**src/rtl/fifo_rd_stream_if.sv**
```systemverilog
`default_nettype none
// +------------------------------------------------------------------------+
// | Module   : fifo_rd_stream_if                                           |
// | Purpose  : Bundles the FIFO read-port signals and the outgoing          |
// |            valid/ready stream of the fifo_rd_stream controller.        |
// | Revision : 1.0  initial release                                        |
// +------------------------------------------------------------------------+
interface fifo_rd_stream_if #(
  parameter int DATA_WIDTH   = 32,
  parameter int READ_LATENCY = 1
);
  localparam int BUF_DEPTH = READ_LATENCY + 1;
  localparam int OCC_W     = $clog2(BUF_DEPTH + 1);

  logic                  flush_i;
  logic                  fifo_empty_i;
  logic [DATA_WIDTH-1:0] fifo_data_i;
  logic                  fifo_rderr_i;
  logic                  fifo_pop_o;
  logic                  m_valid_o;
  logic                  m_ready_i;
  logic [DATA_WIDTH-1:0] m_data_o;
  logic [OCC_W-1:0]      occupancy_o;
  logic                  err_o;

  // Controller side: consumes FIFO flags/data and consumer ready.
  modport master (
    input  flush_i, fifo_empty_i, fifo_data_i, fifo_rderr_i, m_ready_i,
    output fifo_pop_o, m_valid_o, m_data_o, occupancy_o, err_o
  );

  // Environment side: the FIFO plus the stream consumer.
  modport slave (
    output flush_i, fifo_empty_i, fifo_data_i, fifo_rderr_i, m_ready_i,
    input  fifo_pop_o, m_valid_o, m_data_o, occupancy_o, err_o
  );
endinterface
`default_nettype wire

```
**src/rtl/fifo_rd_stream.sv**
```systemverilog
`default_nettype none
// +------------------------------------------------------------------------+
// | Module   : fifo_rd_stream                                              |
// | Purpose  : Pops a fixed-latency BRAM FIFO, tracks in-flight reads,     |
// |            captures returning words into a skid buffer and presents    |
// |            them as a valid/ready stream at one word per cycle.         |
// | Revision : 1.0  initial release                                        |
// +------------------------------------------------------------------------+
module fifo_rd_stream #(
  parameter int DATA_WIDTH   = 32,
  parameter int READ_LATENCY = 1
) (
  input  logic                    clk_i,
  input  logic                    rst_i,
  fifo_rd_stream_if.master        bus
);
  // Enough slots to absorb every pop that can be in flight when the
  // consumer stalls, so popping never has to look at m_ready_i directly.
  localparam int BUF_DEPTH = READ_LATENCY + 1;
  localparam int CNT_W     = $clog2(BUF_DEPTH + 1);
  localparam int ARITH_W   = CNT_W + 1;
  localparam int PTR_W     = $clog2(BUF_DEPTH);
  localparam logic [PTR_W-1:0] LAST_PTR = PTR_W'(BUF_DEPTH - 1);

  logic [READ_LATENCY-1:0] pipe_v;
  logic [DATA_WIDTH-1:0]   mem [0:BUF_DEPTH-1];
  logic [PTR_W-1:0]        head;
  logic [PTR_W-1:0]        tail;
  logic [CNT_W-1:0]        buf_count;
  logic                    err;
  logic [CNT_W-1:0]        inflight;
  logic [ARITH_W-1:0]      demand;
  logic                    valid;
  logic                    deq;
  logic                    capture;
  logic                    pop;

  // Pointers wrap explicitly so non-power-of-two depths work.
  function automatic logic [PTR_W-1:0] next_ptr(input logic [PTR_W-1:0] p);
    return (p == LAST_PTR) ? '0 : p + PTR_W'(1);
  endfunction

  assign valid   = (buf_count != '0);
  assign deq     = valid & bus.m_ready_i;
  assign capture = pipe_v[READ_LATENCY-1] & ~bus.flush_i;

  // Count outstanding pops still travelling through the FIFO read pipe.
  always_comb begin
    inflight = '0;
    for (int i = 0; i < READ_LATENCY; i++) begin
      inflight = inflight + CNT_W'(pipe_v[i]);
    end
  end

  // Slots claimed after this cycle's dequeue; one extra bit keeps the
  // subtraction from wrapping.
  assign demand = ARITH_W'(inflight) + ARITH_W'(buf_count) - ARITH_W'(deq);
  assign pop    = ~bus.fifo_empty_i & ~bus.flush_i & ~rst_i &
                  (demand < ARITH_W'(BUF_DEPTH));

  // Shift the pop markers along so the last stage flags returning data.
  always_ff @(posedge clk_i) begin
    if (rst_i || bus.flush_i) begin
      pipe_v <= '0;
    end else begin
      pipe_v[0] <= pop;
      for (int i = 1; i < READ_LATENCY; i++) begin
        pipe_v[i] <= pipe_v[i-1];
      end
    end
  end

  // Skid buffer: capture at the tail, dequeue from the head.
  always_ff @(posedge clk_i) begin
    if (rst_i) begin
      head      <= '0;
      tail      <= '0;
      buf_count <= '0;
      for (int i = 0; i < BUF_DEPTH; i++) begin
        mem[i] <= '0;
      end
    end else if (bus.flush_i) begin
      head      <= '0;
      tail      <= '0;
      buf_count <= '0;
    end else begin
      if (capture) begin
        mem[tail] <= bus.fifo_data_i;
        tail      <= next_ptr(tail);
      end
      if (deq) begin
        head <= next_ptr(head);
      end
      case ({capture, deq})
        2'b10:   buf_count <= buf_count + CNT_W'(1);
        2'b01:   buf_count <= buf_count - CNT_W'(1);
        default: buf_count <= buf_count;
      endcase
    end
  end

  // Sticky read-error flag; reset and flush both clear it.
  always_ff @(posedge clk_i) begin
    if (rst_i || bus.flush_i) begin
      err <= 1'b0;
    end else if (bus.fifo_rderr_i) begin
      err <= 1'b1;
    end
  end

  assign bus.fifo_pop_o  = pop;
  assign bus.m_valid_o   = valid;
  assign bus.m_data_o    = mem[head];
  assign bus.occupancy_o = inflight + buf_count;
  assign bus.err_o       = err;

  // The pop rule must keep a capture from ever landing in a full buffer.
  a_no_overflow: assert property (@(posedge clk_i) disable iff (rst_i)
    !(capture && (buf_count == CNT_W'(BUF_DEPTH)) && !deq));

endmodule
`default_nettype wire

```
**src/flat_wrapper.sv**
```systemverilog
// flat-port wrapper written by rule: the top's interface ports become plain ports
module fifo_rd_stream_flat 
#(
  parameter int DATA_WIDTH   = 32,
  parameter int READ_LATENCY = 1
)
  (clk_i, rst_i, bus_flush_i, bus_fifo_empty_i, bus_fifo_data_i, bus_fifo_rderr_i, bus_m_ready_i, bus_fifo_pop_o, bus_m_valid_o, bus_m_data_o, bus_occupancy_o, bus_err_o);
  fifo_rd_stream_if #(.DATA_WIDTH(DATA_WIDTH), .READ_LATENCY(READ_LATENCY)) bus_i ();
  input  logic clk_i;
  input  logic rst_i;
  input wire logic [$bits(bus_i.flush_i)-1:0] bus_flush_i;
  input wire logic [$bits(bus_i.fifo_empty_i)-1:0] bus_fifo_empty_i;
  input wire logic [$bits(bus_i.fifo_data_i)-1:0] bus_fifo_data_i;
  input wire logic [$bits(bus_i.fifo_rderr_i)-1:0] bus_fifo_rderr_i;
  input wire logic [$bits(bus_i.m_ready_i)-1:0] bus_m_ready_i;
  output wire logic [$bits(bus_i.fifo_pop_o)-1:0] bus_fifo_pop_o;
  output wire logic [$bits(bus_i.m_valid_o)-1:0] bus_m_valid_o;
  output wire logic [$bits(bus_i.m_data_o)-1:0] bus_m_data_o;
  output wire logic [$bits(bus_i.occupancy_o)-1:0] bus_occupancy_o;
  output wire logic [$bits(bus_i.err_o)-1:0] bus_err_o;
  assign bus_i.flush_i = bus_flush_i;
  assign bus_i.fifo_empty_i = bus_fifo_empty_i;
  assign bus_i.fifo_data_i = bus_fifo_data_i;
  assign bus_i.fifo_rderr_i = bus_fifo_rderr_i;
  assign bus_i.m_ready_i = bus_m_ready_i;
  assign bus_fifo_pop_o = bus_i.fifo_pop_o;
  assign bus_m_valid_o = bus_i.m_valid_o;
  assign bus_m_data_o = bus_i.m_data_o;
  assign bus_occupancy_o = bus_i.occupancy_o;
  assign bus_err_o = bus_i.err_o;
  fifo_rd_stream #(.DATA_WIDTH(DATA_WIDTH), .READ_LATENCY(READ_LATENCY)) u_core (.clk_i(clk_i), .rst_i(rst_i), .bus(bus_i));
endmodule
```
**config.mk**
```make
export PLATFORM = sky130hd
export DESIGN_NAME = fifo_rd_stream_flat
export DESIGN_NICKNAME = d
export VERILOG_FILES = /design/src/rtl/fifo_rd_stream_if.sv /design/src/rtl/fifo_rd_stream.sv /design/src/flat_wrapper.sv
export SDC_FILE = /design/constraint.sdc
export NUM_CORES = 1
export LEC_CHECK = 0
export ABC_AREA = 1
export CORE_MARGIN = 10
export CORE_UTILIZATION = 50
export CTS_CLUSTER_DIAMETER = 60
export DETAILED_ROUTE_END_ITERATION = 10
export DONT_BUFFER_PORTS = 1
export GPL_TIMING_DRIVEN = 1
export PLACE_DENSITY_LB_ADDON = 0.25
export SLEW_MARGIN = 0
export SYNTH_ARGS = -nofsm -noshare
export SYNTH_HDL_FRONTEND = slang
export SYNTH_SLANG_ARGS = --single-unit
```
**constraint.sdc**
```tcl
create_clock -name clk_i -period 2.73 [get_ports clk_i]
set_input_delay 0.546 -clock clk_i [delete_from_list [all_inputs] [get_ports clk_i]]
set_output_delay 0.546 -clock clk_i [all_outputs]
set_load 0.03 [all_outputs]
```
# Word-level counts from Yosys, hierarchy flattened
# Memory sizes are Yosys's and may differ from the RTL's. A register that Yosys moved wholly into a read port is not among the register bits.
# Index checks and enable logic that the tools add are counted.
# totals
regBits,6
mem_bits_rw,64
inputBits,38
elab_cells,43
mem_count,1
# op_classes
addsub,7
n_lt_le_gt_ge,1
n_eq_ne,2
muxes,14
bitwise_logic,8
n_reduce_logical,5
# memory_table
memory,words,width,rd,rd_clocked_by_memory_dff,wr,line_no,rtl
u_core.mem,2,32,1,1,2,fifo_rd_stream.sv:26,logic [DATA_WIDTH-1:0] mem [0:BUF_DEPTH-1];
# op_table
op,count
$mux W32,1
$reduce_or A32 Y1,1
$mux W1,12
$and A1 B1 Y1,5
$pmux W2 S2,1
$reduce_bool A2 Y1,2
$add A1 B2 Y3,1
$lt A3 B2 Y1 const B,1
$not A1 Y1,3
$sub A3 B1 Y3,1
$add A1 B1 Y1 const B,2
$add A1 B2 Y2,1
$add A2 B1 Y2 const B,1
$eq A2 B1 Y1 const B,1
$eq A2 B2 Y1 const B,1
$reduce_or A2 Y1,1
$sub A2 B1 Y2 const B,1
$logic_or A1 B1 Y1,1

# Depth between registers and ports, before layout
# Gate-level depths: netlist (run 1).
# logic_depth
depth_word,8
ltp_mapped,9
ltp_nobuf,9

# Least setup slack after synthesis (run 1)
# OpenSTA, ideal clock, no wires.
# synth_path
kind,register to output
from,register u_core.buf_count[1]
to,output port bus_fifo_pop_o
arrival_time_ns,2.492
t_required_ns,2.184
setup_slack_ns,-0.308
path_stages_with_launch,9
n_path_buf,0
path_cell_list,dfxtp_1 inv_2 nand2_4 nand2_4 nor2_1 o21ai_0 fa_1 inv_1 nor4_1
# synth_via
elab_chain_cells,5
word_cells_on_any_way,6
classes_between,add/sub (2); order compare (1); bitwise (2); reduce/logical (1)
# synth_lines
item,line_no,rtl
from (decl),fifo_rd_stream.sv:29,logic [CNT_W-1:0] buf_count;
from (signal assigned),fifo_rd_stream.sv:95,2'b10: buf_count <= buf_count + CNT_W'(1);
from (signal assigned),fifo_rd_stream.sv:96,2'b01: buf_count <= buf_count - CNT_W'(1);
from (signal assigned),fifo_rd_stream.sv:97,default: buf_count <= buf_count;
$reduce_bool A2 Y1,fifo_rd_stream.sv:43,assign valid = (buf_count != '0);
via bus_m_valid_o,flat_wrapper.sv:17,output wire logic [$bits(bus_i.m_valid_o)-1:0] bus_m_valid_o;
$and A1 B1 Y1,fifo_rd_stream.sv:44,assign deq = valid & bus.m_ready_i;
$sub A3 B1 Y3,fifo_rd_stream.sv:57,assign demand = ARITH_W'(inflight) + ARITH_W'(buf_count) - ARITH_W'(deq);
$lt A3 B2 Y1,fifo_rd_stream.sv:59,(demand < ARITH_W'(BUF_DEPTH));
$and A1 B1 Y1,fifo_rd_stream.sv:58,assign pop = ~bus.fifo_empty_i & ~bus.flush_i & ~rst_i &
to (decl),flat_wrapper.sv:16,output wire logic [$bits(bus_i.fifo_pop_o)-1:0] bus_fifo_pop_o;
# The timed path passes the listed nets, and every way through them passes these cells.

# Worst setup path in the final report (run 1)
# layout_path
from,register u_core.buf_count[0]
to,output port bus_fifo_pop_o
# Same word-level chain as after synthesis.

==> results.sh, run 1 <==
export IMPL_period_share_pct=97.1
export IMPL_cts_tree="done"
export IMPL_yosysUniqueCellTypes=23
export IMPL_synth_area_per_cell_um2=12.3
export IMPL_skew_ns=0.00808
export IMPL_clkSinkCount=71
export IMPL_numCtsBuffers=9
export IMPL_fillers=502
export IMPL_areaGrowthSynthToFinish_pct=12.9
export IMPL_cts_max_path_buffers=2
export IMPL_ys_ff_latch=71
export IMPL_n_antenna_cell=0
export IMPL_setup_tns_ns=0
export IMPL_synth_warnings=0
export IMPL_drt_wl_total_mm=6.11
export IMPL_ant_nets=0
export IMPL_maxSlewViolCount=0
export IMPL_startpoint="u_core.buf_count[0]"
export IMPL_wl_per_cell_um=17.3
export IMPL_antenna_found_initial=0
export IMPL_synth_nets=298
export IMPL_grt_pass1_vias=1970
export IMPL_synth_largest_area_cell="edfxtp_1"
export IMPL_overflow=0
export IMPL_slew_headroom_pct=57.7
export IMPL_cts_clk_slew_worst_paths_ns=0.07
export IMPL_fin_hold_ws_ns=0.285
export IMPL_worst_slew_pin_slew_ns=0.633
export IMPL_crit_fanout=4
export IMPL_place_gp_congestion=0.783
export IMPL_layout_drive_gt1_share_pct=26.0
export IMPL_drtIter0Drc=75
export IMPL_dp_cells=331
export IMPL_htreeDepth=3
export IMPL_postCtsHoldBufs=0
export IMPL_crit_arrival_ns=2.11
export IMPL_cts_root_buf="clkbuf_8"
export IMPL_finalSetupViolCount=0
export IMPL_vdd_drop_max_mv=0.511
export IMPL_track_usage_pct=12.6
export IMPL_ys_top_cells_by_area="edfxtp_1, mux2_2, nor2_1"
export IMPL_worstSetupStartpointType="flip-flop"
export IMPL_core_area_mm2=0.00603
export IMPL_netlist_area_mm2=0.00317
export IMPL_synth_top_area_share_pct=60.7
export IMPL_mostFrequentLayoutCells="nor2_1, edfxtp_1, inv_1"
export IMPL_p_per_area_mw_per_mm2=683
export IMPL_drv_cap=0
export IMPL_required_ns=2.18
export IMPL_grt_first_pass_wirelength_mm=9.76
export IMPL_cp_end_kind="output pin"
export IMPL_rows=28
export IMPL_finalHoldViolations=0
export IMPL_syn_inst=258
export IMPL_numPortBuffers=0
export IMPL_dieHeight_um=99.6
export IMPL_crit_type="flip-flop to output pin"
export IMPL_dieArea_mm2=0.00991
export IMPL_hold_start="bus_fifo_empty_i"
export IMPL_route_vias_total=1791
export IMPL_final_common_cell="nor2_1"
export IMPL_p_leak_nw=1.54
export IMPL_via_per_inst=5.09
export IMPL_fin_cells=352
export IMPL_clk_insertion_delay_late_ns=0.34
export IMPL_fp_dieW_um=99.6
export IMPL_nNetsFinal=312
export IMPL_start_util_pct=52.5
export IMPL_hpwl_mm=4.07
export IMPL_rr_startpoint="u_core.pipe_v"
export IMPL_grt_max_degree=34
export IMPL_fmax_mhz=377
export IMPL_hold_class="primary input to flip-flop"
export IMPL_rsz0062_at_grt="yes"
export IMPL_period_minus_slack_ns=2.65
export IMPL_drc=0
export IMPL_firstDrtPassIters=4
export IMPL_seq_area_frac_synth_pct=65.1
export IMPL_io_pins=75
export IMPL_outcome="completed"
==> stage by stage <==
step                total power (W)  area (um^2)  utilization, %  setup slack (ns)
finish                      0.00244         3570            59.3            0.0778
global route                0.00252         3570            59.3           0.00289
CTS                         0.00246         3540            58.8           0.00437
detailed placement          0.00138         3230            53.7             0.130
global placement            0.00138         3230            53.7             0.209
floorplan                   0.00135         3170               -            0.0220
==> where the power goes <==
| group | internal [W] | total, W | switching (W) |
|---|---|---|---|
| combinational | 0.0000323 | 0.000133 | 0.000100 |
| sequential | 0.00121 | 0.00122 | 0.0000110 |
| clock | 0.000693 | 0.00108 | 0.000389 |
| total | 0.00194 | 0.00244 | 0.000501 |
==> worst paths after layout <==
kind	to	slack [ns]	depth (start not counted)
setup reg to reg	u_core.mem[1][8]	0.88	5
setup / recovery	bus_fifo_pop_o	0.08	10
hold / removal	u_core.pipe_v	0.29	1
hold reg to reg	flip-flop	0.49	2
==> cell usage after synthesis <==
cell / number
nand2_1: 13
nor2_1: 69
or2_1: 1
nand2_4: 2
nor2_4: 1
inv_1: 39
fa_1: 1
buf_6: 6
dfxtp_1: 7
edfxtp_1: 64
clkbuf_1: 1
xor2_1: 2
mux2_2: 30
buf_4: 3
nor4_1: 2
inv_2: 3
mux2_1: 2
a21oi_1: 4
o21ai_0: 1
nand3_1: 3
ha_1: 1
nand3_4: 2
a31oi_1: 1
==> sequential cells by signal, indices dropped and copies added (netlist names), named ones only <==
register          cells
u_core.mem           64
u_core.buf_count      2
u_core.head           1
u_core.pipe_v         1
u_core.bus.err_o      1
u_core.tail           1
==> cell families (layout without fill, tap and decap cells) <==
family / count (synthesis) / in the layout / synth area share, %
mux: 32 / 32 / 11.4
compound gates: 6 / 6 / 0.988
fa+ha+maj: 2 / 2 / 1.03
buf+inv: 52 / 71 / 7.94
simple gates: 93 / 93 / 13.0
flops: 71 / 71 / 65.1
xor+xnor: 2 / 2 / 0.553
==> worst max-delay path: stages, from the launching register on <==
cell and delay (ns):
dfxtp_4 0.36, inv_4 0.07, nand2_8 0.09, nand2_8 0.09, inv_2 0.03, nor2_1 0.07
o21ai_1 0.07, fa_1 0.50, inv_2 0.05, nor4_4 0.27, buf_6 0.17
==> repair_timing <==
item                       CTS  global route
setup endpoints to repair    1             1
gates resized for setup      9             4
gates cloned                 0             0
pin swaps                    3             3
setup buffers                4             1
==> routing by layer <==
layer | wire (um) | track usage [%] | up-vias | share of wire, %
li1 | - | - | 874 | -
met1 | 2410 | 13.7 | 857 | 39
met3 | 394 | 4.57 | 12 | 6.5
met2 | 3180 | 21.3 | 48 | 52
met5 | 0 | 0 | - | 0
met4 | 122 | 5.84 | 0 | 2.0
==> layout make-up <==
type	count	area (um^2)	area share [%]
clock buffer	9	124	3.47
clock inverter	7	135	3.78
inverter	42	160	4.48
multi-input combinational	135	892	25.0
sequential	71	2070	57.9
tap	75	93.8	2.63
timing repair buffer	13	101	2.84
Note: power is estimated with default switching activity, not from simulation.
==> run 2, diff against run 1 <==
==> constraint.sdc (replaced) <==
create_clock -name clk_i -period 2.73 [get_ports clk_i]
set_input_delay 0.546 -clock clk_i [delete_from_list [all_inputs] [get_ports clk_i]]
set_output_delay 0.546 -clock clk_i [all_outputs]
set_load 0.1 [all_outputs]
==> run 2 against run 1 <==
Effect of this change:
- cell count down 0.28%
- critical path type unchanged
- design area fell by 0.77%
- largest cell class unchanged
- hold slack got worse by 0.0028 ns
- largest power group unchanged
==> results.sh, run 2 (same netlist as run 1, synthesis figures left out) <==
export IMPL_fillers=497
export IMPL_areaGrowthSynthToFinish_pct=12.1
export IMPL_ant_nets=0
export IMPL_rows=28
export IMPL_hold_class="primary input to flip-flop"
export IMPL_dieHeight_um=99.6
export IMPL_worst_slew_pin_slew_ns=0.976
export IMPL_outcome="completed"
export IMPL_setup_tns_ns=0
export IMPL_required_ns=2.18
export IMPL_drc=0
export IMPL_holdPathStages=1
export IMPL_reg2reg_to="u_core.mem[0][29]"
export IMPL_crit_fanout=5
export IMPL_fmax_mhz=372
export IMPL_layout_drive_gt1_share_pct=26.8
export IMPL_hpwl_mm=3.90
export IMPL_mostFrequentLayoutCells="nor2_1, edfxtp_1, inv_1"
export IMPL_period_minus_slack_ns=2.69
export IMPL_p_per_area_mw_per_mm2=632
export IMPL_rr_startpoint="u_core.pipe_v"
export IMPL_finalSetupViolCount=0
export IMPL_regMostFlops="u_core.mem"
export IMPL_finalHoldViolations=0
export IMPL_drv_cap=0
export IMPL_grt_first_pass_wirelength_mm=9.67
export IMPL_cts_max_path_buffers=2
export IMPL_track_usage_pct=12.5
export IMPL_core_area_mm2=0.00603
export IMPL_period_share_pct=98.5
export IMPL_io_pins=75
export IMPL_via_per_inst=5.19
export IMPL_start_util_pct=52.5
export IMPL_drt_wl_total_mm=6.07
export IMPL_rr_worst_depth=5
export IMPL_grt_max_degree=33
export IMPL_skew_ns=0.00745
export IMPL_final_common_cell="nor2_1"
export IMPL_n_antenna_cell=0
export IMPL_rsz0062_at_grt="yes"
export IMPL_post_place_ws_ns=0.268
export IMPL_clk_insertion_delay_late_ns=0.34
export IMPL_crit_type="flip-flop to output pin"
export IMPL_dieArea_mm2=0.00991
export IMPL_vdd_drop_max_mv=0.344
export IMPL_clkSinkCount=71
export IMPL_route_vias_total=1820
export IMPL_worstSetupStartpointType="flip-flop"
export IMPL_ff2ff_setup_slack_ns=0.95
export IMPL_fin_area_mm2=0.00355
export IMPL_holdPathEnd="u_core.pipe_v"
export IMPL_place_gp_congestion=0.727
export IMPL_cp_end_kind="output pin"
export IMPL_fp_dieW_um=99.6
export IMPL_firstDrtPassIters=4
export IMPL_crit_arrival_ns=2.14
export IMPL_numCtsBuffers=9
export IMPL_slew_headroom_pct=34.8
export IMPL_largestRegisters="u_core.mem: 64 flops, u_core.buf_count: 2 flops"
export IMPL_grt_pass1_vias=1923
export IMPL_maxSlewViolCount=0
export IMPL_p_leak_nw=1.52
export IMPL_largest_register_ffs=64
export IMPL_postCtsHoldBufs=0
export IMPL_numPortBuffers=0
export IMPL_hold_start="bus_fifo_empty_i"
export IMPL_nNetsFinal=312
export IMPL_wl_per_cell_um=17.3
export IMPL_cts_root_buf="clkbuf_8"
export IMPL_htreeDepth=3
export IMPL_drtIter0Drc=57
export IMPL_cts_clk_slew_worst_paths_ns=0.07
export IMPL_cts_tree="done"
export IMPL_layout_setup_ws_ns=0.0405
export IMPL_antenna_found_initial=0
export IMPL_dpl_cell_area_mm2=0.00334
export IMPL_overflow=0
run 2: cell count changes in the layout (fill, tap and decap cells not counted), moves of 2 or more:
cell / delta
buf_4: -2
buf_12: +3
clkinv_2: +3
bufinv_16: -3
run 2: power breakdown:
part           switching [W]  internal (W)
Combinational       0.000206     0.0000365
Clock               0.000366      0.000406
Sequential         0.0000147       0.00121
run 2: routing by layer:
metal	vias up	wire [um]	track usage [%]
met3	7	453	5.26
met5	-	0	0
met4	0	72	6.39
li1	872	-	-
met2	51	3080	20.4
met1	890	2470	13.7
run 2: worst max-delay path: stages (launching register included):
cell     delay (ns)
dfxtp_4        0.36
inv_6          0.07
nand2_8        0.05
nand2_8        0.08
inv_2          0.03
nor2_2         0.08
o21ai_2        0.06
fa_1           0.49
inv_2          0.05
nor4_4         0.29
buf_12         0.21
run 2: layout make-up:
cell class                 count  area [um^2]  area share [%]
tap                           75         93.8            2.65
timing repair buffer          13          135            3.81
clock buffer                   9          124            3.49
multi-input combinational    135          906            25.5
inverter                      42          165            4.66
clock inverter                 6         52.6            1.48
sequential                    71         2070            58.4
run 2: how the worst max path moves through the flow:
| stage | cells after the start | end | from |
|---|---|---|---|
| floorplan | 9 | bus_fifo_pop_o | u_core.buf_count[1] |
| detailed placement | 8 | bus_fifo_pop_o | bus_m_ready_i |
| finish | 10 | bus_fifo_pop_o | u_core.buf_count[0] |
| CTS | 10 | bus_fifo_pop_o | u_core.buf_count[0] |
| global route | 10 | bus_fifo_pop_o | u_core.buf_count[0] |
| global placement | 8 | bus_fifo_pop_o | bus_m_ready_i |
run 2: through the flow:
stage | hold slack, ns | total power (W) | util [%] | cells
after floorplan | 0.461 | 0.00146 | - | 258
after global placement | 0.477 | 0.00149 | 55.4 | 334
after detailed placement | 0.479 | 0.00150 | 55.4 | 334
after CTS | 0.266 | 0.00227 | 58.7 | 351
after global routing | 0.263 | 0.00232 | 58.9 | 351
final | 0.283 | 0.00224 | 58.9 | 351
run 2: what timing repair did:
action,4_1_cts,5_1_grt
setup endpoints to repair,1,1
gates resized for setup,3,3
pin swaps,1,0
setup buffers,2,0
